===== config.mk =====
export PLATFORM = sky130hd
export DESIGN_NAME = gshare_predictor
export DESIGN_NICKNAME = d
export VERILOG_FILES = /design/src/rtl/gshare_predictor.sv
export SDC_FILE = /design/constraint.sdc
export NUM_CORES = 1
export LEC_CHECK = 0
export CORE_ASPECT_RATIO = 0.75
export CORE_MARGIN = 5
export CORE_UTILIZATION = 46
export DETAILED_ROUTE_END_ITERATION = 8
export GPL_TIMING_DRIVEN = 0
export PLACE_DENSITY = 0.77
export SLEW_MARGIN = 10
export SYNTH_ARGS = -nofsm -noshare
export SYNTH_HDL_FRONTEND = slang
export SYNTH_SLANG_ARGS = --single-unit
export TNS_END_PERCENT = 30

===== constraint.sdc =====
create_clock -name clk -period 3 [get_ports clk]
set_input_delay 0.45 -clock clk [delete_from_list [all_inputs] [get_ports clk]]
set_output_delay 0.45 -clock clk [all_outputs]
set_load 0.03 [all_outputs]

===== src/rtl/gshare_predictor.sv =====
// gshare_predictor: table of saturating counters indexed by PC bits, optionally
// XORed with a global taken/not-taken history (gshare), plus update and
// misprediction statistics for the performance counters.
module gshare_predictor #(
  parameter int PC_WIDTH   = 32,
  parameter int INDEX_BITS = 4,
  parameter int HIST_BITS  = 4,
  parameter int CTR_BITS   = 2,
  parameter int MODE       = 1,
  parameter int CTR_INIT   = (1 << CTR_BITS) - 1
) (
  input  logic                  clk,
  input  logic                  rst_n,
  input  logic                  request,
  input  logic [PC_WIDTH-1:0]   req_pc,
  output logic                  prediction,
  output logic                  pred_valid,
  output logic [INDEX_BITS-1:0] pred_idx,
  input  logic                  result,
  input  logic                  taken,
  input  logic [INDEX_BITS-1:0] upd_idx,
  output logic [HIST_BITS-1:0]  ghr,
  output logic [15:0]           upd_count,
  output logic [15:0]           miss_count
);

  localparam int                DEPTH    = 1 << INDEX_BITS;
  localparam logic [CTR_BITS-1:0] CTR_MAX  = '1;
  localparam logic [CTR_BITS-1:0] CTR_RST  = CTR_BITS'(CTR_INIT);
  localparam logic [15:0]        STAT_MAX = 16'hFFFF;

  logic [CTR_BITS-1:0]   table_q [DEPTH];
  logic [CTR_BITS-1:0]   table_d [DEPTH];
  logic [HIST_BITS-1:0]  ghr_q, ghr_d;
  logic                  prediction_q, prediction_d;
  logic                  pred_valid_q, pred_valid_d;
  logic [INDEX_BITS-1:0] pred_idx_q, pred_idx_d;
  logic [15:0]           upd_count_q, upd_count_d;
  logic [15:0]           miss_count_q, miss_count_d;

  logic [INDEX_BITS-1:0] base_idx;
  logic [INDEX_BITS-1:0] lookup_idx;
  logic [CTR_BITS-1:0]   upd_ctr;
  logic                  unused_pc_bits;

  // Only the word-aligned index bits of the PC take part in the lookup.
  assign unused_pc_bits = ^{req_pc[PC_WIDTH-1:INDEX_BITS+2], req_pc[1:0]};

  // Form the lookup index from the PC, hashed with history in gshare mode.
  always_comb begin
    base_idx = req_pc[INDEX_BITS+1:2];
    if (MODE == 1) begin
      lookup_idx = base_idx ^ INDEX_BITS'(ghr_q);
    end else begin
      lookup_idx = base_idx;
    end
  end

  // Lookup reads the pre-update table so same-cycle updates are not seen.
  always_comb begin
    prediction_d = prediction_q;
    pred_idx_d   = pred_idx_q;
    pred_valid_d = request;
    if (request) begin
      prediction_d = table_q[lookup_idx][CTR_BITS-1];
      pred_idx_d   = lookup_idx;
    end
  end

  // Resolved branches nudge their counter toward the actual direction.
  always_comb begin
    table_d = table_q;
    upd_ctr = table_q[upd_idx];
    if (result) begin
      if (taken) begin
        if (upd_ctr != CTR_MAX) begin
          table_d[upd_idx] = upd_ctr + CTR_BITS'(1);
        end
      end else begin
        if (upd_ctr != '0) begin
          table_d[upd_idx] = upd_ctr - CTR_BITS'(1);
        end
      end
    end
  end

  // Shift resolved outcomes into the global history; bimodal keeps it at zero.
  always_comb begin
    ghr_d = ghr_q;
    if (MODE != 1) begin
      ghr_d = '0;
    end else if (result) begin
      ghr_d = HIST_BITS'({ghr_q, taken});
    end
  end

  // Saturating statistics; a miss is judged against the pre-update counter.
  always_comb begin
    upd_count_d  = upd_count_q;
    miss_count_d = miss_count_q;
    if (result) begin
      if (upd_count_q != STAT_MAX) begin
        upd_count_d = upd_count_q + 16'd1;
      end
      if ((upd_ctr[CTR_BITS-1] != taken) && (miss_count_q != STAT_MAX)) begin
        miss_count_d = miss_count_q + 16'd1;
      end
    end
  end

  // State registers with asynchronous active-low reset.
  always_ff @(posedge clk or negedge rst_n) begin
    if (!rst_n) begin
      for (int i = 0; i < DEPTH; i++) begin
        table_q[i] <= CTR_RST;
      end
      ghr_q        <= '0;
      prediction_q <= 1'b0;
      pred_valid_q <= 1'b0;
      pred_idx_q   <= '0;
      upd_count_q  <= '0;
      miss_count_q <= '0;
    end else begin
      table_q      <= table_d;
      ghr_q        <= ghr_d;
      prediction_q <= prediction_d;
      pred_valid_q <= pred_valid_d;
      pred_idx_q   <= pred_idx_d;
      upd_count_q  <= upd_count_d;
      miss_count_q <= miss_count_d;
    end
  end

  assign prediction = prediction_q;
  assign pred_valid = pred_valid_q;
  assign pred_idx   = pred_idx_q;
  assign ghr        = ghr_q;
  assign upd_count  = upd_count_q;
  assign miss_count = miss_count_q;

endmodule


==> impl_metrics.csv <==
group,metric,value,unit
status,outcome,"finished clean",
power,p_sw_frac,0.342,
synthesis,ys.flop_type,"dfrtp_1",
power,intPower,2.83,mW
floorplanning,die_h,87.5,um
global_route,grt_pass1_wl,13.5,mm
synthesis,syn_area_per_cell,13.1,um^2
synthesis,ys_seq_area_frac,0.514,
route,vias,2567,
sta,maxSlewViolCount,0,
worst_hold_path,min_path_cells,1,
sta,finalCriticalPeriod,2.96,ns
layout,final_cell_mix,"clkdlybuf4s50_1 (48), dfrtp_1 (42), mux2_2 (40)",
clock_tree,cts_root_buf,"clkbuf_8",
clock_tree,numCtsBuffers,9,
floorplanning,rows,28,
layout,area_growth,30.0,%
layout,final_common_cell,"clkdlybuf4s50_1",
floorplanning,ios,83,
synthesis,yosysWarningCount,0,
critical_path,worst_r2r_path_depth,11,
clock_tree,cts_htree_levels,3,
clock_tree,cts_sinks,74,
sta,worstMarginPinSlew,0.860,ns
critical_path,worst_setup_path_end_kind,"register",
sta,worst_slack,0.0366,ns
critical_path,cp_slowest_cell,"mux4_2",
critical_path,regToRegSetupSlack,0.12,ns
power,p_clk_frac,0.199,
sta,hold_ws,0.501,ns
clock_tree,clock_latency,0.35,ns
critical_path,critPathKind,"input port to register",
synthesis,ys_seq_elements,74,
placed_design,io_buffers,53,
placed_design,dp_hpwl,5.93,mm
synthesis,syn-num-nets,326,
layout,antenna_cells,0,
route,finalWirelength,8.24,mm
global_route,antenna_found_initial,0,
route,wl_per_cell,17.7,um
worst_hold_path,min_to,"upd_count[14]",
route,drtIter0Drc,99,
clock_tree,cts_tree,"done",
power,p_leak,1.96,nW
power,p_switching,1.47,mW
layout,drive_gt1_frac,0.381,
synthesis,synth-async-reset-ratio,1.00,
power,pwr-share-seq,0.417,
placed_design,gp_congestion,0.918,
critical_path,startpoint_type,"input port",
route,antenna_left,0,
layout,finish.utilization,0.610,
layout,fillers,628,
global_route,grt_pass1_vias,2627,
layout,fin_nets,400,
critical_path,crit_chain,"clkdlybuf4s15_2, buf_8, mux4_2, mux4_2, ha_4, mux2i_4, nand4b_1, buf_4, nor2_1, mux2_2",
global_route,grt_usage,0.176,
critical_path,slowest_delay,0.55,ns
sta,clock.fmax,337,MHz
route,dr.pass1.iters,4,
worst_hold_path,hp-start,"upd_count[14]",
worst_hold_path,min_path_type,"register to register",
sta,period_share,0.988,
critical_path,required,3.27,ns
synthesis,synth_enable_flop_cells,0,
floorplanning,die_area,0.00991,mm^2
critical_path,cp_max_fo,5,
sta,finalHoldViolCount,0,
floorplanning,die_x,113,um
power,power_density,897,mW/mm^2
sta,finalSetupViolations,0,
critical_path,cp_common_cell,"mux4_2",
sta,skew,0.0112,ns
clock_tree,clock_path_buffers,2,
synthesis,ys_types,38,
power,power_frac_comb,0.384,
floorplanning,initial_utilization,0.469,
critical_path,arrival,3.23,ns
power,total_power,4.29,mW
route,route.detailed.drc,0,
synthesis,syn-cell-area,0.00368,mm^2
route,viasPerCell,5.52,
placed_design,dp_slack,-1.05,ns
synthesis,syn_inst,281,
global_route,grt_max_degree,59,
flow_run,maxCapViolations,0,
floorplanning,core-area,0.00785,mm^2
global_route,grt_overflow,0,
sta,relSlewSlack,0.418,
clock_tree,worst_setup_hold_path_clk_slew,0.08,ns
power,peakVddDrop,543,uV
## cells in the mapped netlist (2+ instances only)
library cell,instances,area share
nor4_1,5,0.0085
mux4_2,11,0.067
dfstp_2,32,0.23
buf_6,2,0.0061
mux4_1,3,0.021
inv_1,6,0.0061
ha_1,4,0.014
xnor2_1,12,0.029
nand2_1,17,0.017
nand4_1,11,0.019
clkbuf_1,4,0.0041
or4_1,2,0.0041
and4_1,2,0.0048
xor2_1,23,0.055
mux2i_1,2,0.0054
nor2_1,14,0.014
dfrtp_1,42,0.29
nand4b_1,2,0.0048
nor3_1,18,0.024
nand3_1,5,0.0068
mux2_2,42,0.13
and3_1,4,0.0068
buf_2,3,0.0041
## layout make-up
cell class	count	area [um^2]	share of cell area
Sequential cell	74	1890	0.395
Multi-Input combinational cell	191	1800	0.376
Timing Repair Buffer	63	619	0.129
Clock buffer	11	141	0.0296
Tap cell	105	131	0.0275
Buffer	10	100	0.0209
Clock inverter	5	78.8	0.0165
Inverter	6	25.0	0.00523
## timing repair
| item | 4_1_cts | 5_1_grt |
|---|---|---|
| gates resized for setup | 20 | 3 |
| pin swaps | 2 | 2 |
| hold buffers | 1 | 0 |
| endpoints found under the hold margin | 10 | 0 |
| setup buffers | 3 | 5 |
| endpoints found under the setup margin | 32 | 28 |
## per-layer routing
| layer | wire length (um) | track usage | share of wire |
|---|---|---|---|
| met1 | 3840 | 0.245 | 0.47 |
| met2 | 3790 | 0.260 | 0.46 |
| met3 | 469 | 0.0542 | 0.057 |
| met4 | 144 | 0.0688 | 0.017 |
| met5 | 0 | 0 | 0 |
## stage by stage
step / TNS, ns / cell area (um^2) / cells
finish: 0 / 4780 / 465
global route: -0.0109 / 4780 / 465
CTS: 0 / 4740 / 460
detailed placement: -32.33 / 4450 / 440
global placement: -73.94 / 4420 / 439
floorplan: -0.0543 / 3760 / 281
## how the worst max path moves through the flow
stage / start / end / slack (ns) / depth (start not counted)
after floorplan: upd_idx[0] / register / -0.04 / 11
after global placement: upd_idx[0] / table_q[29] / -0.99 / 12
after detailed placement: upd_idx[0] / register / -1.05 / 12
after CTS: upd_idx[2] / register / 0.02 / 9
after global routing: upd_idx[2] / table_q[19] / -0.004 / 10
final: upd_idx[2] / register / 0.04 / 10
## worst max-delay path: cells and delay by family
family | cells | cell delay [ns]
fa+ha+maj | 1 | 0.19
buf+inv | 3 | 0.60
mux | 4 | 1.57
simple gates | 2 | 0.40
## power groups by stage
stage	registers (mW)	logic, mW	clock network [mW]
6_report	1.79	1.65	0.852
5_1_grt	1.84	1.76	0.919
4_1_cts	1.78	1.64	0.879
3_5_place_dp	1.80	1.58	0
3_3_place_gp	1.78	1.54	0
2_1_floorplan	1.94	0.868	0
## kinds of logic after synthesis
logic type | count (synthesis) | synth area share
adders and majority gates | 4 | 0.0136
xor gates and xnor gates | 36 | 0.0908
buffers and inverters | 16 | 0.0214
DFF | 74 | 0.514
muxes | 59 | 0.227
and+or+nand+nor | 86 | 0.121
AOI/OAI and AO/OA | 6 | 0.0119
(Power assumes the default switching activity.)
